**src/rtl/pe_conv_sequencer_pkg.sv**
```systemverilog
// Shared definitions for the convolution PE control path: the sequencer state
// encoding and the default datapath widths.
package pe_ctrl_pkg;

  localparam int FILT_ADDR_LEN_DEF = 4;
  localparam int IF_ADDR_LEN_DEF   = 5;
  localparam int NF_LEN_DEF        = 3;
  localparam int WIN_CNT_LEN_DEF   = 8;

  typedef enum logic [2:0] {
    ST_IDLE   = 3'd0,
    ST_LOAD   = 3'd1,
    ST_ARM    = 3'd2,
    ST_RUN    = 3'd3,
    ST_NEXT   = 3'd4,
    ST_FINISH = 3'd5,
    ST_ABORT  = 3'd6
  } pe_state_e;

  // States in which an abort request is honoured.
  function automatic logic abortable(pe_state_e s);
    return (s != ST_IDLE) && (s != ST_ABORT);
  endfunction

endpackage

```
**src/rtl/pe_conv_sequencer_if.sv**
```systemverilog
// Job + datapath handshake bundle for pe_conv_sequencer.
//   master: job issuer / datapath side (drives start, abort, cfg_*, *_done)
//   slave : the sequencer (drives reader pulses, mux selects, status)
interface pe_conv_sequencer_if #(
  parameter int FILT_ADDR_LEN = 4,
  parameter int IF_ADDR_LEN   = 5,
  parameter int NF_LEN        = 3,
  parameter int WIN_CNT_LEN   = 8
) ();

  logic                     start;
  logic                     abort;
  logic [FILT_ADDR_LEN-1:0] cfg_filt_len;
  logic [IF_ADDR_LEN-1:0]   cfg_stride_len;
  logic [NF_LEN-1:0]        cfg_num_filt;
  logic                     cfg_psum_in;
  logic                     full_done;
  logic                     psum_done;

  logic                     IF_read_start;
  logic                     filter_read_start;
  logic                     start_rd_gen;
  logic                     regs_clr;
  logic                     IF_mux_sel;
  logic                     filter_mux_sel;
  logic                     reset_accumulation;
  logic                     accumulate_input_psum;
  logic [FILT_ADDR_LEN-1:0] filt_len;
  logic [IF_ADDR_LEN-1:0]   stride_len;
  logic [NF_LEN-1:0]        filt_idx;
  logic [WIN_CNT_LEN-1:0]   win_cnt;
  logic                     busy;
  logic                     done;

  modport master (
    output start, abort, cfg_filt_len, cfg_stride_len, cfg_num_filt,
           cfg_psum_in, full_done, psum_done,
    input  IF_read_start, filter_read_start, start_rd_gen, regs_clr,
           IF_mux_sel, filter_mux_sel, reset_accumulation,
           accumulate_input_psum, filt_len, stride_len, filt_idx, win_cnt,
           busy, done
  );

  modport slave (
    input  start, abort, cfg_filt_len, cfg_stride_len, cfg_num_filt,
           cfg_psum_in, full_done, psum_done,
    output IF_read_start, filter_read_start, start_rd_gen, regs_clr,
           IF_mux_sel, filter_mux_sel, reset_accumulation,
           accumulate_input_psum, filt_len, stride_len, filt_idx, win_cnt,
           busy, done
  );

endinterface

```
**src/rtl/pe_conv_sequencer_sat_counter.sv**
```systemverilog
// Saturating up-counter with synchronous clear (clear has priority).
//   clk_i, rst_i : clock, async active-high reset
//   clr_i        : zero the count
//   inc_i        : add one unless already all-ones
//   cnt_o        : registered count
module sat_counter #(
  parameter int WIDTH = 8
) (
  input  logic             clk_i,
  input  logic             rst_i,
  input  logic             clr_i,
  input  logic             inc_i,
  output logic [WIDTH-1:0] cnt_o
);

  logic [WIDTH-1:0] cnt_q;

  always_ff @(posedge clk_i or posedge rst_i) begin
    if (rst_i) begin
      cnt_q <= '0;
    end else if (clr_i) begin
      cnt_q <= '0;
    end else if (inc_i && (cnt_q != '1)) begin
      cnt_q <= cnt_q + WIDTH'(1);
    end
  end

  assign cnt_o = cnt_q;

endmodule

```
**src/rtl/pe_conv_sequencer.sv**
```systemverilog
// Control FSM for one convolution PE: latches a job config, pulses the
// readers / address generator, steers the scratchpad and psum muxes and runs
// one IF pass per filter.
//   clk, rst : clock, async active-high reset
//   seq_if   : job inputs, datapath events and all control/status outputs
//
// state  | meaning
// IDLE   | waiting for start, config latched on start
// LOAD   | pulse IF/filter readers and clear datapath regs
// ARM    | pulse read-address generator
// RUN    | stream IF, count output windows until full_done
// NEXT   | advance filter base, clear regs, bump filt_idx
// FINISH | one-cycle done pulse
// ABORT  | one-cycle regs_clr after cancel
module pe_conv_sequencer
  import pe_ctrl_pkg::*;
#(
  parameter int FILT_ADDR_LEN = FILT_ADDR_LEN_DEF,
  parameter int IF_ADDR_LEN   = IF_ADDR_LEN_DEF,
  parameter int NF_LEN        = NF_LEN_DEF,
  parameter int WIN_CNT_LEN   = WIN_CNT_LEN_DEF
) (
  input  logic                clk,
  input  logic                rst,
  pe_conv_sequencer_if.slave  seq_if
);

  pe_state_e                state_q, state_d;
  logic [NF_LEN-1:0]        filt_idx_q, filt_idx_d;
  logic [NF_LEN-1:0]        num_filt_q;
  logic [FILT_ADDR_LEN-1:0] filt_len_q;
  logic [IF_ADDR_LEN-1:0]   stride_len_q;
  logic                     psum_in_q, psum_in_d;
  logic                     accept;
  logic                     win_clr, win_inc;
  logic                     last_pass;

  logic if_read_start_q, filter_read_start_q, start_rd_gen_q, regs_clr_q;
  logic if_mux_sel_q, filter_mux_sel_q, reset_acc_q, acc_in_psum_q;
  logic busy_q, done_q;

  assign last_pass = (filt_idx_q == (num_filt_q - NF_LEN'(1)));
  assign psum_in_d = accept ? seq_if.cfg_psum_in : psum_in_q;

  always_comb begin
    state_d    = state_q;
    filt_idx_d = filt_idx_q;
    accept     = 1'b0;
    win_clr    = 1'b0;
    win_inc    = 1'b0;
    case (state_q)
      ST_IDLE: begin
        if (seq_if.start) begin
          state_d    = ST_LOAD;
          filt_idx_d = '0;
          accept     = 1'b1;
          win_clr    = 1'b1;
        end
      end
      ST_LOAD:   state_d = ST_ARM;
      ST_ARM:    state_d = ST_RUN;
      ST_RUN: begin
        // A window reported together with full_done is still counted.
        win_inc = seq_if.psum_done;
        if (seq_if.full_done) begin
          state_d = last_pass ? ST_FINISH : ST_NEXT;
        end
      end
      ST_NEXT: begin
        state_d    = ST_ARM;
        filt_idx_d = filt_idx_q + NF_LEN'(1);
        win_clr    = 1'b1;
      end
      ST_FINISH: state_d = ST_IDLE;
      ST_ABORT:  state_d = ST_IDLE;
      default:   state_d = ST_IDLE;
    endcase
    if (seq_if.abort && abortable(state_q)) begin
      state_d    = ST_ABORT;
      filt_idx_d = filt_idx_q;
      win_clr    = 1'b0;
      win_inc    = 1'b0;
    end
  end

  // Outputs are registered from the next state so they line up with the
  // state they describe.
  always_ff @(posedge clk or posedge rst) begin
    if (rst) begin
      state_q             <= ST_IDLE;
      filt_idx_q          <= '0;
      num_filt_q          <= '0;
      filt_len_q          <= '0;
      stride_len_q        <= '0;
      psum_in_q           <= 1'b0;
      if_read_start_q     <= 1'b0;
      filter_read_start_q <= 1'b0;
      start_rd_gen_q      <= 1'b0;
      regs_clr_q          <= 1'b0;
      if_mux_sel_q        <= 1'b0;
      filter_mux_sel_q    <= 1'b0;
      reset_acc_q         <= 1'b0;
      acc_in_psum_q       <= 1'b0;
      busy_q              <= 1'b0;
      done_q              <= 1'b0;
    end else begin
      state_q    <= state_d;
      filt_idx_q <= filt_idx_d;
      psum_in_q  <= psum_in_d;
      if (accept) begin
        filt_len_q   <= seq_if.cfg_filt_len;
        stride_len_q <= seq_if.cfg_stride_len;
        // Zero filters still means one pass.
        num_filt_q   <= (seq_if.cfg_num_filt == '0) ? NF_LEN'(1)
                                                    : seq_if.cfg_num_filt;
      end
      if_read_start_q     <= (state_d == ST_LOAD);
      filter_read_start_q <= (state_d == ST_LOAD);
      start_rd_gen_q      <= (state_d == ST_ARM);
      regs_clr_q          <= (state_d inside {ST_LOAD, ST_NEXT, ST_ABORT});
      if_mux_sel_q        <= (state_d inside {ST_ARM, ST_RUN});
      filter_mux_sel_q    <= (state_d == ST_NEXT);
      done_q              <= (state_d == ST_FINISH);
      busy_q              <= (state_d != ST_IDLE);
      reset_acc_q         <= (state_d != ST_IDLE) && (filt_idx_d != '0);
      acc_in_psum_q       <= psum_in_d && (state_d != ST_IDLE) &&
                             (filt_idx_d == '0);
    end
  end

  sat_counter #(.WIDTH(WIN_CNT_LEN)) u_win_cnt (
    .clk_i (clk),
    .rst_i (rst),
    .clr_i (win_clr),
    .inc_i (win_inc),
    .cnt_o (seq_if.win_cnt)
  );

  assign seq_if.IF_read_start         = if_read_start_q;
  assign seq_if.filter_read_start     = filter_read_start_q;
  assign seq_if.start_rd_gen          = start_rd_gen_q;
  assign seq_if.regs_clr              = regs_clr_q;
  assign seq_if.IF_mux_sel            = if_mux_sel_q;
  assign seq_if.filter_mux_sel        = filter_mux_sel_q;
  assign seq_if.reset_accumulation    = reset_acc_q;
  assign seq_if.accumulate_input_psum = acc_in_psum_q;
  assign seq_if.filt_len              = filt_len_q;
  assign seq_if.stride_len            = stride_len_q;
  assign seq_if.filt_idx              = filt_idx_q;
  assign seq_if.busy                  = busy_q;
  assign seq_if.done                  = done_q;

endmodule

```
**src/flat_wrapper.sv**
```systemverilog
// flat-port wrapper written by rule: the top's interface ports become plain ports
module pe_conv_sequencer_flat import pe_ctrl_pkg::*;
#(
  parameter int FILT_ADDR_LEN = FILT_ADDR_LEN_DEF,
  parameter int IF_ADDR_LEN   = IF_ADDR_LEN_DEF,
  parameter int NF_LEN        = NF_LEN_DEF,
  parameter int WIN_CNT_LEN   = WIN_CNT_LEN_DEF
)
  (clk, rst, seq_if_start, seq_if_abort, seq_if_cfg_filt_len, seq_if_cfg_stride_len, seq_if_cfg_num_filt, seq_if_cfg_psum_in, seq_if_full_done, seq_if_psum_done, seq_if_IF_read_start, seq_if_filter_read_start, seq_if_start_rd_gen, seq_if_regs_clr, seq_if_IF_mux_sel, seq_if_filter_mux_sel, seq_if_reset_accumulation, seq_if_accumulate_input_psum, seq_if_filt_len, seq_if_stride_len, seq_if_filt_idx, seq_if_win_cnt, seq_if_busy, seq_if_done);
  pe_conv_sequencer_if #(.FILT_ADDR_LEN(FILT_ADDR_LEN), .IF_ADDR_LEN(IF_ADDR_LEN), .NF_LEN(NF_LEN), .WIN_CNT_LEN(WIN_CNT_LEN)) seq_if_i ();
  input  logic clk;
  input  logic rst;
  input wire logic [$bits(seq_if_i.start)-1:0] seq_if_start;
  input wire logic [$bits(seq_if_i.abort)-1:0] seq_if_abort;
  input wire logic [$bits(seq_if_i.cfg_filt_len)-1:0] seq_if_cfg_filt_len;
  input wire logic [$bits(seq_if_i.cfg_stride_len)-1:0] seq_if_cfg_stride_len;
  input wire logic [$bits(seq_if_i.cfg_num_filt)-1:0] seq_if_cfg_num_filt;
  input wire logic [$bits(seq_if_i.cfg_psum_in)-1:0] seq_if_cfg_psum_in;
  input wire logic [$bits(seq_if_i.full_done)-1:0] seq_if_full_done;
  input wire logic [$bits(seq_if_i.psum_done)-1:0] seq_if_psum_done;
  output wire logic [$bits(seq_if_i.IF_read_start)-1:0] seq_if_IF_read_start;
  output wire logic [$bits(seq_if_i.filter_read_start)-1:0] seq_if_filter_read_start;
  output wire logic [$bits(seq_if_i.start_rd_gen)-1:0] seq_if_start_rd_gen;
  output wire logic [$bits(seq_if_i.regs_clr)-1:0] seq_if_regs_clr;
  output wire logic [$bits(seq_if_i.IF_mux_sel)-1:0] seq_if_IF_mux_sel;
  output wire logic [$bits(seq_if_i.filter_mux_sel)-1:0] seq_if_filter_mux_sel;
  output wire logic [$bits(seq_if_i.reset_accumulation)-1:0] seq_if_reset_accumulation;
  output wire logic [$bits(seq_if_i.accumulate_input_psum)-1:0] seq_if_accumulate_input_psum;
  output wire logic [$bits(seq_if_i.filt_len)-1:0] seq_if_filt_len;
  output wire logic [$bits(seq_if_i.stride_len)-1:0] seq_if_stride_len;
  output wire logic [$bits(seq_if_i.filt_idx)-1:0] seq_if_filt_idx;
  output wire logic [$bits(seq_if_i.win_cnt)-1:0] seq_if_win_cnt;
  output wire logic [$bits(seq_if_i.busy)-1:0] seq_if_busy;
  output wire logic [$bits(seq_if_i.done)-1:0] seq_if_done;
  assign seq_if_i.start = seq_if_start;
  assign seq_if_i.abort = seq_if_abort;
  assign seq_if_i.cfg_filt_len = seq_if_cfg_filt_len;
  assign seq_if_i.cfg_stride_len = seq_if_cfg_stride_len;
  assign seq_if_i.cfg_num_filt = seq_if_cfg_num_filt;
  assign seq_if_i.cfg_psum_in = seq_if_cfg_psum_in;
  assign seq_if_i.full_done = seq_if_full_done;
  assign seq_if_i.psum_done = seq_if_psum_done;
  assign seq_if_IF_read_start = seq_if_i.IF_read_start;
  assign seq_if_filter_read_start = seq_if_i.filter_read_start;
  assign seq_if_start_rd_gen = seq_if_i.start_rd_gen;
  assign seq_if_regs_clr = seq_if_i.regs_clr;
  assign seq_if_IF_mux_sel = seq_if_i.IF_mux_sel;
  assign seq_if_filter_mux_sel = seq_if_i.filter_mux_sel;
  assign seq_if_reset_accumulation = seq_if_i.reset_accumulation;
  assign seq_if_accumulate_input_psum = seq_if_i.accumulate_input_psum;
  assign seq_if_filt_len = seq_if_i.filt_len;
  assign seq_if_stride_len = seq_if_i.stride_len;
  assign seq_if_filt_idx = seq_if_i.filt_idx;
  assign seq_if_win_cnt = seq_if_i.win_cnt;
  assign seq_if_busy = seq_if_i.busy;
  assign seq_if_done = seq_if_i.done;
  pe_conv_sequencer #(.FILT_ADDR_LEN(FILT_ADDR_LEN), .IF_ADDR_LEN(IF_ADDR_LEN), .NF_LEN(NF_LEN), .WIN_CNT_LEN(WIN_CNT_LEN)) u_core (.clk(clk), .rst(rst), .seq_if(seq_if_i));
endmodule
```
**config.mk**
```make
export PLATFORM = sky130hd
export DESIGN_NAME = pe_conv_sequencer_flat
export DESIGN_NICKNAME = d
export VERILOG_FILES = /design/src/rtl/pe_conv_sequencer_pkg.sv /design/src/rtl/pe_conv_sequencer_if.sv /design/src/rtl/pe_conv_sequencer_sat_counter.sv /design/src/rtl/pe_conv_sequencer.sv /design/src/flat_wrapper.sv
export SDC_FILE = /design/constraint.sdc
export NUM_CORES = 1
export LEC_CHECK = 0
export CAP_MARGIN = 30
export CORE_UTILIZATION = 51
export CTS_CLUSTER_SIZE = 28
export DETAILED_ROUTE_END_ITERATION = 7
export PLACE_DENSITY_LB_ADDON = 0.05
export SYNTH_ARGS = -nofsm -noshare
export SYNTH_HDL_FRONTEND = slang
export SYNTH_HIERARCHICAL = 1
export SYNTH_SLANG_ARGS = --single-unit
```
**constraint.sdc**
```tcl
create_clock -name clk -period 4.1 [get_ports clk]
set_input_delay 0.82 -clock clk [delete_from_list [all_inputs] [get_ports clk]]
set_output_delay 0.82 -clock clk [all_outputs]
set_load 0.02 [all_outputs]
```
==> results of run 1 <==
==> area by class of cell <==
type                       count  area (um^2)  share of cell area [%]
tap                           46         57.6                    2.47
clock inverter                 1         5.00                   0.215
sequential                    36          901                    38.7
inverter                       8         30.0                    1.29
clock buffer                   6         41.3                    1.78
timing repair buffer          49          508                    21.8
multi-input combinational    103          783                    33.7
==> cell usage after synthesis (3+ instances only) <==
cell type  number
a21oi_1         6
nor4_1          4
ha_1            3
o21ai_0        11
nand3_1         5
nand2_1         7
mux2_4          5
buf_2           3
dfrtp_1        36
nor2b_1         8
nor2_1         10
inv_1           8
mux2_2         10
==> stage by stage <==
| stage | setup slack, ns | instances | area, um^2 | hold WS, ns |
|---|---|---|---|---|
| 2_1_floorplan | 2.00 | 156 | 1770 | 0.468 |
| 3_3_place_gp | 1.18 | 241 | 2250 | 0.488 |
| 5_1_grt | 1.16 | 249 | 2330 | 0.531 |
| 3_5_place_dp | 1.05 | 242 | 2280 | 0.488 |
| 4_1_cts | 1.41 | 249 | 2330 | 0.522 |
| 6_report | 1.35 | 249 | 2330 | 0.520 |
==> layout by cell type, fill, tap and decap left out, types with 2 or more instances in the layout <==
cell type,synthesis,final
mux2_4,5,5
mux2i_1,2,2
xor2_1,2,2
o21ai_0,11,11
dfrtp_1,36,36
nand4_1,2,2
nor4_1,4,4
a21oi_2,2,2
nor3_1,2,2
nor2b_1,8,8
mux2_2,10,10
ha_1,3,3
a21oi_1,6,6
inv_1,8,8
clkbuf_4,0,5
clkdlybuf4s50_1,0,48
nand3_1,5,5
nand2_1,7,7
a31oi_1,2,2
nor2_1,10,10
==> worst max-delay path, delay by kind of cell <==
family                 cells  cell delay, ns
buffers and inverters      1            0.65
multiplexers               1            0.31
AO/OA/AOI/OAI              2            0.41
AND/OR/NAND/NOR            3            0.78
==> logic make-up (layout without fill, tap and decap cells) <==
kind of cell               after synthesis  in the layout  share of synthesized area (%)
and+or+nand+nor                         48             48                           15.9
DFF                                     36             36                           50.8
AOI/OAI and AO/OA                       32             32                           12.2
muxes                                   17             17                           11.7
buffers and inverters                   17             64                           5.08
adders and majority gates                3              3                           2.12
xor gates and xnor gates                 3              3                           2.26
==> layer usage <==
layer  up-vias  global-route usage, %
li1        650                      -
met1       646                   24.5
met2        40                   38.5
met3         6                   6.61
met4         0                   7.47
met5         -                      0
==> power breakdown <==
part           leakage, nW  switching, mW  internal (mW)  total, mW
Combinational        0.501          0.356          0.375      0.731
Sequential           0.455          0.117          0.485      0.601
Clock               0.0281          0.106         0.0632      0.169
==> worst paths after layout <==
path | to | slack (ns) | cells past startpoint
min | u_core/seq_if.filt_len[2]$_DFFE_PP0P_ | 0.52 | 1
max | u_core/u_win_cnt/cnt_o[5]$_DFFE_PP0P_ | 1.35 | 7
min in group asynchronous | u_core/u_win_cnt/cnt_o[5]$_DFFE_PP0P_ | 0.75 | 2
min reg2reg | u_core/seq_if.filt_len[2]$_DFFE_PP0P_ | 0.52 | 1
max in group asynchronous | u_core/num_filt_q[2]$_DFFE_PP0P_ | 2.81 | 3
max reg2reg | u_core/u_win_cnt/cnt_o[5]$_DFFE_PP0P_ | 1.90 | 6
==> state kept, by name (all words and copies together), names as in the netlist <==
signal	count
u_core/u_win_cnt/cnt_o	8
u_core/seq_if.stride_len	5
u_core/seq_if.filt_len	4
u_core/num_filt_q	3
u_core/seq_if.filt_idx	3
u_core/state_q	3
u_core/psum_in_q	1
u_core/seq_if.IF_mux_sel	1
u_core/seq_if.accumulate_input_psum	1
u_core/seq_if.busy	1
u_core/seq_if.done	1
u_core/seq_if.filter_mux_sel	1
u_core/seq_if.filter_read_start	1
u_core/seq_if.regs_clr	1
u_core/seq_if.reset_accumulation	1
u_core/seq_if.start_rd_gen	1
==> impl_metrics.toml, run 1 <==
[sta]
fmax_mhz = 363
tightestPinTransition_ns = 0.946
skew_ns = 0.0112
hold_viol_final = 0
slew_headroom_pct = 36.7
setup_tns_ns = 0
finalCritPeriodShare_pct = 67.1
rsz0062_at_grt = "no"
setup_viol = 0
final-max-slew-violation-count = 0
period_minus_slack_ns = 2.75

[route]
wl_per_cell_um = 14.0
met2_length_mm = 1.81
vias_per_cell = 5.39
via_count = 1342
routed_wirelength_mm = 3.49
drtAntennaViolNets = 0
drt_iter0_drc = 74
dr.max_layer_used = "met4"
wl_met3_um = 152
wl_met1_mm = 1.48
drt_pass1_iterations = 4
drcViolationCount = 0

[die]
rows = 21
dieArea_mm2 = 0.00372
die-height_um = 61.0
ios = 49
core_region_area_mm2 = 0.00334
fp.dieW_um = 61.0
start_util_pct = 53.2

[logic_synthesis]
yosysTopAreaCell = "dfrtp_1"
synth-async-reset-ratio_pct = 100
ys_types = 44
syn_area_mm2 = 0.00177
synthTopCellsByArea = "dfrtp_1 51%, mux2_2 6.3%, mux2_4 4.2%, o21ai_0 3.1%, nor2b_1 2.8%"
synth_area_per_cell_um2 = 11.4
synth_top_area_share_pct = 50.8
synthFlopType = "dfrtp_1"
ys_seq_area_share_pct = 50.8
synth_fp_nets = 178
synth_edf_count = 0
yosysWarnings = 6
synthCells = 156
synth-seq-cells = 36

[worst_setup_path]
cp-startpoint = "seq_if_abort"
timing.rr.start = "u_core/state_q[1]$_DFF_PP0_"
required_ns = 4.33
crit_path_top_delay_cell = "clkdlybuf4s50_1"
crit_chain = "clkdlybuf4s50_1, nor2b_1, o21ai_0, nor2_1, nand4_1, a211oi_2, mux2_4"
cp_max_fo = 14
arrival_ns = 2.98
critPathMaxStageDelay_ns = 0.65
path_class = "input pin to register"
endpoint_kind = "register"
start_kind = "input pin"

[layout]
area.growth.synth_to_final_pct = 31.1
layout-drive-gt1-share_pct = 14.3
fin_util_pct = 69.7
fin_nets = 225
fill_cells = 274
diodes = 0

[clock_tree]
clk_pin_slew_ns = 0.11
root_buffer = "clkbuf_4"
cts_hold_buf = 0
clk_latency_ns = 0.33
post_cts_buffers = 0
clk_path_buf_depth = 2
cts_max_level = 2
cts_buffers = 5
clock-sinks = 36
tritoncts = "built"
cts_resized = 0

[grt]
grt_pass1_vias = 1289
antenna_found_initial = 0
grt.total_usage_pct = 21.6
grt_start_max_net_pins = 19
grt_overflow = 0
grt_pass1_wl_mm = 5.73

[outcome]
status = "complete, no violations"

[place]
dp_hpwl_mm = 2.63
portBuffers = 48
gp_congestion = 0.814

[worst_hold_path]
worstHoldStart = "u_core/seq_if.filt_len[2]$_DFFE_PP0P_"
hp-class = "register to register"

[power_and_ir_drop]
total_power_mw = 1.50
leakage_nw = 0.984
p_per_area_mw_per_mm2 = 645
max-vdd-ir-drop_mv = 0.378

[run]
cap_violations = 0
(Power assumes the default switching activity.)
==> inputs of run 2 (changes only) <==
--- a/config.mk
+++ b/config.mk
@@ -6,7 +6,7 @@
 export NUM_CORES = 1
 export LEC_CHECK = 0
 export CAP_MARGIN = 30
-export CORE_UTILIZATION = 51
+export CORE_UTILIZATION = 47
 export CTS_CLUSTER_SIZE = 28
 export DETAILED_ROUTE_END_ITERATION = 7
 export PLACE_DENSITY_LB_ADDON = 0.05
==> constraint.sdc (replaced) <==
create_clock -name clk -period 2.6 [get_ports clk]
set_input_delay 0.52 -clock clk [delete_from_list [all_inputs] [get_ports clk]]
set_output_delay 0.52 -clock clk [all_outputs]
set_load 0.02 [all_outputs]
==> impl_metrics.toml, run 2 (synthesis results as in run 1) <==
[grt]
grt_overflow = 0
grt_pass1_wl_mm = 5.86
grt.total_usage_pct = 19.4
grt_start_max_net_pins = 29
antenna_found_initial = 0
grt_pass1_vias = 1287

[sta]
fin_ws_ns = 0.490
setup_viol = 0
hold_ws_ns = 0.506
rsz0062_at_grt = "no"
fmax_mhz = 474
hold_viol_final = 0
tightestPinTransition_ns = 0.432
skew_ns = 0.00429
period_minus_slack_ns = 2.11
finalCritPeriodShare_pct = 81.2
setup_tns_ns = 0
slew_headroom_pct = 70.9
final-max-slew-violation-count = 0

[route]
via_count = 1375
wl_per_cell_um = 14.1
vias_per_cell = 5.39
drt_pass1_iterations = 4
drt_iter0_drc = 187
drcViolationCount = 0
drtAntennaViolNets = 0
routed_wirelength_mm = 3.59

[worst_setup_path]
start_kind = "input pin"
timing.critical_path.to = "u_core/u_win_cnt/cnt_o[5]$_DFFE_PP0P_"
arrival_ns = 2.28
crit_path_top_delay_cell = "clkdlybuf4s50_1"
timing.rr.start = "u_core/state_q[2]$_DFF_PP0_"
cp-startpoint = "seq_if_start"
required_ns = 2.77
path_class = "input pin to register"
endpoint_kind = "register"
crit_chain = "clkdlybuf4s50_1, nor2b_1, o21ai_0, nor2_1, nand4_1, a211oi_2, mux2_4"
critPathMaxStageDelay_ns = 0.47
r2r-end = "u_core/u_win_cnt/cnt_o[5]$_DFFE_PP0P_"
reg2reg_depth = 6
cp_max_fo = 4
r2r_setup_slack_ns = 0.55

[layout]
final_cell_mix = "48 x clkdlybuf4s50_1, 36 x dfrtp_1, 11 x o21ai_0"
seqCellArea_um2 = 901
largest_reg_flops = 8
area.growth.synth_to_final_pct = 34.6
diodes = 0
fill_cells = 298
multiInputGateArea_um2 = 783
fin_nets = 230
layout-drive-gt1-share_pct = 16.3
final_common_cell = "clkdlybuf4s50_1"

[clock_tree]
cts_hold_buf = 0
clk_path_buf_depth = 2
tritoncts = "built"
cts_buffers = 5
cts_max_level = 2
clk_latency_ns = 0.28
cts_resized = 0
post_cts_buffers = 0
root_buffer = "clkbuf_8"
clk_pin_slew_ns = 0.07
clock-sinks = 36

[power_and_ir_drop]
leakage_nw = 1.02
p_per_area_mw_per_mm2 = 1050
max-vdd-ir-drop_mv = 0.669

[die]
die-height_um = 63.4
dieArea_mm2 = 0.00402
core_region_area_mm2 = 0.00347
fp.dieW_um = 63.4
start_util_pct = 51.2
rows = 21
ios = 49

[place]
portBuffers = 48
gp_congestion = 0.808
place_ws_ns = 0.243
dp_hpwl_mm = 2.50

[worst_hold_path]
hp-class = "input pin to asynchronous set/reset pin"

[run]
cap_violations = 0

[outcome]
status = "complete, no violations"
run 2: changes by cell type in the layout (fill, tap and decap cells not counted), sizes merged:
cell / change
buf: +5
clkbuf: +2
clkinv: -1
run 2: per-stage QoR:
step           power, mW  instance area (um^2)  utilization (%)  cells
2_1_floorplan       1.69                  1770                -    156
4_1_cts             2.54                  2390             68.8    255
3_5_place_dp        2.13                  2300             66.2    247
5_1_grt             2.68                  2390             68.8    255
3_3_place_gp        2.09                  2300             66.2    247
6_report            2.51                  2390             68.8    255
run 2: routing by layer:
metal | wire [um] | global-route usage [%]
met2 | 1760 | 31.1
met4 | 42 | 8.52
met1 | 1570 | 23.9
met5 | 0 | 0
met3 | 210 | 5.98
run 2: layout make-up:
| class | count | share of cell area (%) |
|---|---|---|
| flip-flops and latches | 36 | 37.7 |
| multi-input cells | 103 | 32.8 |
| repair buffers | 54 | 22.0 |
| clock buffers | 8 | 3.77 |
| well taps | 46 | 2.41 |
| inverters | 8 | 1.26 |
run 2: worst min path at each step:
| stage | start | endpoint | slack, ns |
|---|---|---|---|
| 3_5_place_dp | u_core/psum_in_q$_DFF_PP0_ | u_core/psum_in_q$_DFF_PP0_ | 0.49 |
| 2_1_floorplan | rst | u_core/u_win_cnt/cnt_o[0]$_DFFE_PP0P_ | 0.34 |
| 4_1_cts | rst | u_core/u_win_cnt/cnt_o[1]$_DFFE_PP0P_ | 0.51 |
| 5_1_grt | u_core/psum_in_q$_DFF_PP0_ | u_core/psum_in_q$_DFF_PP0_ | 0.52 |
| 3_3_place_gp | u_core/psum_in_q$_DFF_PP0_ | u_core/psum_in_q$_DFF_PP0_ | 0.48 |
| 6_report | rst | u_core/u_win_cnt/cnt_o[1]$_DFFE_PP0P_ | 0.51 |
run 2: worst max-delay path: cells and delay by family:
kind,cells,cell delay [ns]
buffers and inverters,1,0.47
muxes,1,0.32
and+or+nand+nor,3,0.56
AOI/OAI and AO/OA,2,0.41
run 2: where the power goes:
| part | total (mW) | internal, mW | switching, mW |
|---|---|---|---|
| Combinational | 1.16 | 0.603 | 0.560 |
| Sequential | 0.953 | 0.767 | 0.187 |
| Clock | 0.399 | 0.216 | 0.183 |
